File: src/rtl/mem_port_arbiter_if.sv
// Bundle of the fetch port, data port and shared memory pins of the memory
// port arbiter. The slave view belongs to the arbiter. The master view
// belongs to the requesters and the memory together.
interface mem_port_arbiter_if;
    logic        i_read;
    logic [15:0] i_address;
    logic        i_resp;
    logic [15:0] i_rdata;

    logic        d_read;
    logic        d_write;
    logic [15:0] d_address;
    logic [15:0] d_wdata;
    logic [1:0]  d_byte_enable;
    logic        d_resp;
    logic [15:0] d_rdata;

    logic        mem_resp;
    logic [15:0] mem_rdata;
    logic        mem_read;
    logic        mem_write;
    logic [1:0]  mem_byte_enable;
    logic [15:0] mem_address;
    logic [15:0] mem_wdata;

    modport slave (
        input  i_read, i_address,
        input  d_read, d_write, d_address, d_wdata, d_byte_enable,
        input  mem_resp, mem_rdata,
        output i_resp, i_rdata, d_resp, d_rdata,
        output mem_read, mem_write, mem_byte_enable, mem_address, mem_wdata
    );

    modport master (
        output i_read, i_address,
        output d_read, d_write, d_address, d_wdata, d_byte_enable,
        output mem_resp, mem_rdata,
        input  i_resp, i_rdata, d_resp, d_rdata,
        input  mem_read, mem_write, mem_byte_enable, mem_address, mem_wdata
    );
endinterface

File: src/rtl/mem_port_arbiter.sv
// Shares the single LC-3b memory port between instruction fetch (I) and the
// mem stage (D). D has priority. After STARVE_LIMIT consecutive D grants
// taken while I was waiting, the next contested decision goes to I.
// Arbitration happens only in IDLE, so back-to-back accesses are separated
// by one idle bus cycle.
module mem_port_arbiter #(
    parameter int STARVE_LIMIT = 4
) (
    input  logic              clk,
    input  logic              rst_n,
    mem_port_arbiter_if.slave bus
);
    localparam logic [1:0] IDLE    = 2'd0;
    localparam logic [1:0] SERVE_I = 2'd1;
    localparam logic [1:0] SERVE_D = 2'd2;

    localparam logic [3:0] LIMIT = 4'(STARVE_LIMIT);

    logic [1:0] state;
    logic [3:0] streak;
    logic       d_req;
    logic       grant_d;
    logic       grant_i;

    // Grant decision: D wins unless I has been passed over LIMIT times in a row.
    always_comb begin
        d_req   = bus.d_read | bus.d_write;
        grant_d = (state == IDLE) && d_req && !(bus.i_read && (streak == LIMIT));
        grant_i = (state == IDLE) && bus.i_read && !grant_d;
    end

    // Response routing: only the side that owns the bus sees mem_resp.
    always_comb begin
        bus.i_resp  = (state == SERVE_I) & bus.mem_resp;
        bus.d_resp  = (state == SERVE_D) & bus.mem_resp;
        bus.i_rdata = bus.mem_rdata;
        bus.d_rdata = bus.mem_rdata;
    end

    // Grant latching, service hold until mem_resp, and starvation counting.
    always_ff @(posedge clk or negedge rst_n) begin
        if (!rst_n) begin
            state               <= IDLE;
            streak              <= 4'd0;
            bus.mem_read        <= 1'b0;
            bus.mem_write       <= 1'b0;
            bus.mem_byte_enable <= 2'b00;
            bus.mem_address     <= 16'h0000;
            bus.mem_wdata       <= 16'h0000;
        end else begin
            case (state)
                IDLE: begin
                    if (grant_d) begin
                        state               <= SERVE_D;
                        bus.mem_read        <= bus.d_read & ~bus.d_write;
                        bus.mem_write       <= bus.d_write;
                        bus.mem_byte_enable <= bus.d_byte_enable;
                        bus.mem_address     <= bus.d_address;
                        bus.mem_wdata       <= bus.d_wdata;
                        if (!bus.i_read) begin
                            streak <= 4'd0;
                        end else if (streak != LIMIT) begin
                            streak <= streak + 4'd1;
                        end
                    end else if (grant_i) begin
                        // Fetch is always a full-word read; write data is left alone.
                        state               <= SERVE_I;
                        bus.mem_read        <= 1'b1;
                        bus.mem_write       <= 1'b0;
                        bus.mem_byte_enable <= 2'b11;
                        bus.mem_address     <= bus.i_address;
                        streak              <= 4'd0;
                    end
                end
                SERVE_I, SERVE_D: begin
                    // A requester dropping mid-service is ignored; only mem_resp ends it.
                    if (bus.mem_resp) begin
                        state         <= IDLE;
                        bus.mem_read  <= 1'b0;
                        bus.mem_write <= 1'b0;
                    end
                end
                default: begin
                    state         <= IDLE;
                    bus.mem_read  <= 1'b0;
                    bus.mem_write <= 1'b0;
                end
            endcase
        end
    end
endmodule

File: src/flat_wrapper.sv
// flat-port wrapper written by rule: the top's interface ports become plain ports
module mem_port_arbiter_flat 
#(
    parameter int STARVE_LIMIT = 4
)
  (clk, rst_n, bus_i_read, bus_i_address, bus_d_read, bus_d_write, bus_d_address, bus_d_wdata, bus_d_byte_enable, bus_mem_resp, bus_mem_rdata, bus_i_resp, bus_i_rdata, bus_d_resp, bus_d_rdata, bus_mem_read, bus_mem_write, bus_mem_byte_enable, bus_mem_address, bus_mem_wdata);
  mem_port_arbiter_if bus_i ();
  input  logic clk;
  input  logic rst_n;
  input wire logic [$bits(bus_i.i_read)-1:0] bus_i_read;
  input wire logic [$bits(bus_i.i_address)-1:0] bus_i_address;
  input wire logic [$bits(bus_i.d_read)-1:0] bus_d_read;
  input wire logic [$bits(bus_i.d_write)-1:0] bus_d_write;
  input wire logic [$bits(bus_i.d_address)-1:0] bus_d_address;
  input wire logic [$bits(bus_i.d_wdata)-1:0] bus_d_wdata;
  input wire logic [$bits(bus_i.d_byte_enable)-1:0] bus_d_byte_enable;
  input wire logic [$bits(bus_i.mem_resp)-1:0] bus_mem_resp;
  input wire logic [$bits(bus_i.mem_rdata)-1:0] bus_mem_rdata;
  output wire logic [$bits(bus_i.i_resp)-1:0] bus_i_resp;
  output wire logic [$bits(bus_i.i_rdata)-1:0] bus_i_rdata;
  output wire logic [$bits(bus_i.d_resp)-1:0] bus_d_resp;
  output wire logic [$bits(bus_i.d_rdata)-1:0] bus_d_rdata;
  output wire logic [$bits(bus_i.mem_read)-1:0] bus_mem_read;
  output wire logic [$bits(bus_i.mem_write)-1:0] bus_mem_write;
  output wire logic [$bits(bus_i.mem_byte_enable)-1:0] bus_mem_byte_enable;
  output wire logic [$bits(bus_i.mem_address)-1:0] bus_mem_address;
  output wire logic [$bits(bus_i.mem_wdata)-1:0] bus_mem_wdata;
  assign bus_i.i_read = bus_i_read;
  assign bus_i.i_address = bus_i_address;
  assign bus_i.d_read = bus_d_read;
  assign bus_i.d_write = bus_d_write;
  assign bus_i.d_address = bus_d_address;
  assign bus_i.d_wdata = bus_d_wdata;
  assign bus_i.d_byte_enable = bus_d_byte_enable;
  assign bus_i.mem_resp = bus_mem_resp;
  assign bus_i.mem_rdata = bus_mem_rdata;
  assign bus_i_resp = bus_i.i_resp;
  assign bus_i_rdata = bus_i.i_rdata;
  assign bus_d_resp = bus_i.d_resp;
  assign bus_d_rdata = bus_i.d_rdata;
  assign bus_mem_read = bus_i.mem_read;
  assign bus_mem_write = bus_i.mem_write;
  assign bus_mem_byte_enable = bus_i.mem_byte_enable;
  assign bus_mem_address = bus_i.mem_address;
  assign bus_mem_wdata = bus_i.mem_wdata;
  mem_port_arbiter #(.STARVE_LIMIT(STARVE_LIMIT)) u_core (.clk(clk), .rst_n(rst_n), .bus(bus_i));
endmodule
File: config.mk
export PLATFORM = sky130hd
export DESIGN_NAME = mem_port_arbiter_flat
export DESIGN_NICKNAME = d
export VERILOG_FILES = /design/src/rtl/mem_port_arbiter_if.sv /design/src/rtl/mem_port_arbiter.sv /design/src/flat_wrapper.sv
export SDC_FILE = /design/constraint.sdc
export NUM_CORES = 1
export LEC_CHECK = 0
export ABC_AREA = 1
export BUFFER_PORTS_ARGS = -buffer_cell sky130_fd_sc_hd__buf_2
export CAP_MARGIN = 20
export CORE_ASPECT_RATIO = 0.8
export CORE_MARGIN = 2
export CORE_UTILIZATION = 43
export DETAILED_ROUTE_END_ITERATION = 10
export HOLD_SLACK_MARGIN = 0.02
export PLACE_DENSITY = 0.88
export SYNTH_ARGS = -nofsm -noshare
export SYNTH_HDL_FRONTEND = slang
export SYNTH_SLANG_ARGS = --single-unit
File: constraint.sdc
create_clock -name clk -period 1.9 [get_ports clk]
set_input_delay 0.285 -clock clk [delete_from_list [all_inputs] [get_ports clk]]
set_output_delay 0.285 -clock clk [all_outputs]
set_load 0.03 [all_outputs]
==> flow_metrics.env <==
export IMPL_synthDistinctLibCells=21
export IMPL_dpl_worst_slack_ns=0.2347
export IMPL_root_cell_of_the_clock_tree="clkbuf_8"
export IMPL_path_common_cell="nand3_1"
export IMPL_yosysTopAreaCellShare=0.4509
export IMPL_clock_sinks=42
export IMPL_yosysTopAreaCell="dfrtp_1"
export IMPL_tightestPinTransition_ns=0.4544
export IMPL_design_final_nets=439
export IMPL_place_hpwl_um=3787
export IMPL_critical_path_startpoint_type="flip-flop"
export IMPL_grt_pass1_wl_um=8293
export IMPL_maxSlewHeadroom=0.6971
export IMPL_clock_pin_slew_on_the_worst_setup_and_hold_paths_ns=0.08
export IMPL_timing_final_setup_violations=0
export IMPL_design_portCount=142
export IMPL_die_width_um=86.32
export IMPL_cp_end_kind="flip-flop"
export IMPL_numCtsBuffers=5
export IMPL_critical_path_peak_fanout=35
export IMPL_critPathMaxStageDelay_ns=0.41
export IMPL_drt_wirelength_per_cell_um=12.04
export IMPL_dieArea_um2=6030
export IMPL_run_status="finished, final reports clean"
export IMPL_worst_skew_pair_late_latency_ns=0.28
export IMPL_synth_yosys_warnings=0
export IMPL_globalRouteTotalUtil=0.1699
export IMPL_synth_area_per_cell_um2=7.796
export IMPL_tritoncts="done"
export IMPL_leakage_power_nw=1.589
export IMPL_grt_setup_unrepaired="no"
export IMPL_worst_hold_check_path_type="input pin to flip-flop"
export IMPL_grt_start_max_net_pins=36
export IMPL_min_period_over_period=0.8902
export IMPL_post_synth_main_area_contributors="dfrtp_1 45%, nand2_1 14%, buf_4 12%, nand3_1 12%, inv_1 4.3%"
export IMPL_fillers=492
export IMPL_routabilityCongestion=0.8156
export IMPL_grt_antenna_before_repair=0
export IMPL_path_class="flip-flop to flip-flop"
export IMPL_clockBufferDepth=2
export IMPL_synthesis_nets=376
export IMPL_port_buffers=93
export IMPL_num_antenna_cells=0
export IMPL_power_per_cell_area_nw_per_um2=1748
export IMPL_vias_per_cell=4.760
export IMPL_coreArea_um2=5122
export IMPL_tns_ns=0
export IMPL_detail_route_iter0_violations=108
export IMPL_clock_skew_final_ns=0.006990
export IMPL_timing_max_transition_violations_final=0
export IMPL_share_of_final_layout_standard_cells_stronger_than_drive_strength_1=0.3113
export IMPL_vdd_drop_max_uv=702.1
export IMPL_post_synth_inst_count=299
export IMPL_drtAntennaViolNets=0
export IMPL_route_detailed_drc=0
export IMPL_overflow_after_grt=0
export IMPL_post_cts_setup_buffer_count=0
export IMPL_vias_in_the_first_global_route=1809
export IMPL_cp_slowest_cell="dfrtp_1"
export IMPL_worst_hold_slack_ns=0.1901
export IMPL_netlist_area_um2=2331
export IMPL_fp_dieH_um=69.86
export IMPL_max_clock_freq_ghz=0.5913
export IMPL_worst_endpoint_required_ns=2.07
export IMPL_p_total_mw=4.760
export IMPL_cp_arrival_ns=1.86
export IMPL_finalHoldViolations=0
export IMPL_firstDrtPassIters=5
export IMPL_vias=2023
export IMPL_placement_rows=23
export IMPL_initial_core_util=0.4551
export IMPL_period_needed_ns=1.691
export IMPL_totalWireLength_um=5119
export IMPL_synth_seq_area_share=0.4509
export IMPL_crit_path_cell_trace="inv_1 -> ha_1 -> inv_2 -> nor2_4 -> nand2_4 -> buf_4 -> nand3_1 -> nand3_1"
export IMPL_setup_ws_ns=0.2087
export IMPL_synth_seq_cells=42
export IMPL_htreeDepth=2
export IMPL_syn2layout_area_growth_pct=16.80
export IMPL_maxCapViolations=0
[sequential cells by signal, indices dropped and copies added, names as in the netlist]
register	cells
u_core.bus.mem_write	1
u_core.bus.mem_wdata	16
u_core.bus.mem_read	1
u_core.bus.mem_byte_enable	2
u_core.streak	4
u_core.state	2
u_core.bus.mem_address	16
[per-stage QoR]
stage / area, um2 / cells / utilization
finish: 2723 / 425 / 0.5315
global route: 2723 / 425 / 0.5315
CTS: 2723 / 425 / 0.5315
detailed placement: 2606 / 416 / 0.5088
global placement: 2606 / 416 / 0.5088
floorplan: 2331 / 299 / -
[worst paths after layout]
check / from / end / slack, ns / depth (start not counted)
min reg2reg: u_core.bus.mem_wdata[12] / u_core.bus.mem_wdata[12] / 0.48 / 2
max reg2reg: u_core.state[0] / u_core.bus.mem_address[13] / 0.21 / 8
min: bus_d_wdata[5] / u_core.bus.mem_wdata[5] / 0.19 / 3
min in group asynchronous: rst_n / u_core.bus.mem_address[13] / 0.48 / 2
max in group asynchronous: rst_n / u_core.bus.mem_write / 0.77 / 3
max: u_core.state[0] / u_core.bus.mem_address[13] / 0.21 / 8
[layout by cell type, fill, tap and decap left out]
master,n
buf_2,93
buf_4,7
bufinv_16,1
clkbuf_1,2
clkbuf_8,5
clkinv_1,1
dfrtp_1,42
dlygate4sd3_1,1
ha_1,5
inv_1,27
inv_2,2
inv_4,1
nand2_1,87
nand2_2,1
nand2_4,1
nand3_1,54
nand3b_1,2
nand4_1,4
nor2_1,18
nor2_2,1
nor2_4,1
o21ai_0,6
xnor2_1,1
[area by class of cell]
class | count | area (um2) | share of cell area
Sequential cell | 42 | 1051 | 0.3860
Tap cell | 62 | 77.57 | 0.02849
Multi-Input combinational cell | 181 | 840.8 | 0.3088
Inverter | 31 | 118.9 | 0.04366
Clock inverter | 1 | 30.03 | 0.01103
Clock buffer | 7 | 76.32 | 0.02803
Timing Repair Buffer | 101 | 528.0 | 0.1939
[critical path, delay by kind of cell, from the launching register on]
| family | cells | cell delay, ns |
|---|---|---|
| fa+ha+maj | 1 | 0.25 |
| buf+inv | 3 | 0.41 |
| flops | 1 | 0.41 |
| simple gates | 4 | 0.50 |
[cell families (layout without fill, tap and decap cells)]
logic type	count (synthesis)	after routing	synth area share
AND/OR/NAND/NOR	169	169	0.3172
adder cells (fa/ha/maj)	5	5	0.02684
XOR/XNOR	1	1	0.003758
buffers and inverters	76	140	0.1884
flip-flops	42	42	0.4509
AO/OA/AOI/OAI	6	6	0.01288
[cells in the mapped netlist (all sizes together)]
cell type  count
xnor2          1
o21ai          6
nand4          4
dfrtp         42
nand3b         2
buf           44
clkbuf         1
nand3         54
inv           30
nand2         89
nor2          20
clkinv         1
ha             5
[report_power, final]
| part | switching (mW) | internal, mW | leakage (nW) | total [mW] |
|---|---|---|---|---|
| Combinational | 1.77 | 0.747 | 1.02 | 2.52 |
| Clock | 0.291 | 0.393 | 0.0524 | 0.684 |
| Sequential | 0.244 | 1.32 | 0.521 | 1.56 |
| Total | 2.30 | 2.46 | 1.59 | 4.76 |
[metal layers]
metal / wire [um] / global-route usage / vias to the layer above
met5: 0 / 0 / -
met4: 58 / 0.05556 / 0
met3: 365 / 0.04137 / 7
met2: 2421 / 0.2851 / 79
met1: 2274 / 0.2149 / 913
li1: - / - / 1024
[timing repair]
item / 4_1_cts / 5_1_grt
hold buffers: 1 / 0
hold endpoints to repair: 20 / 0
gates resized for setup: 0 / 0
No activity file was read; power rests on OpenSTA's default activity.
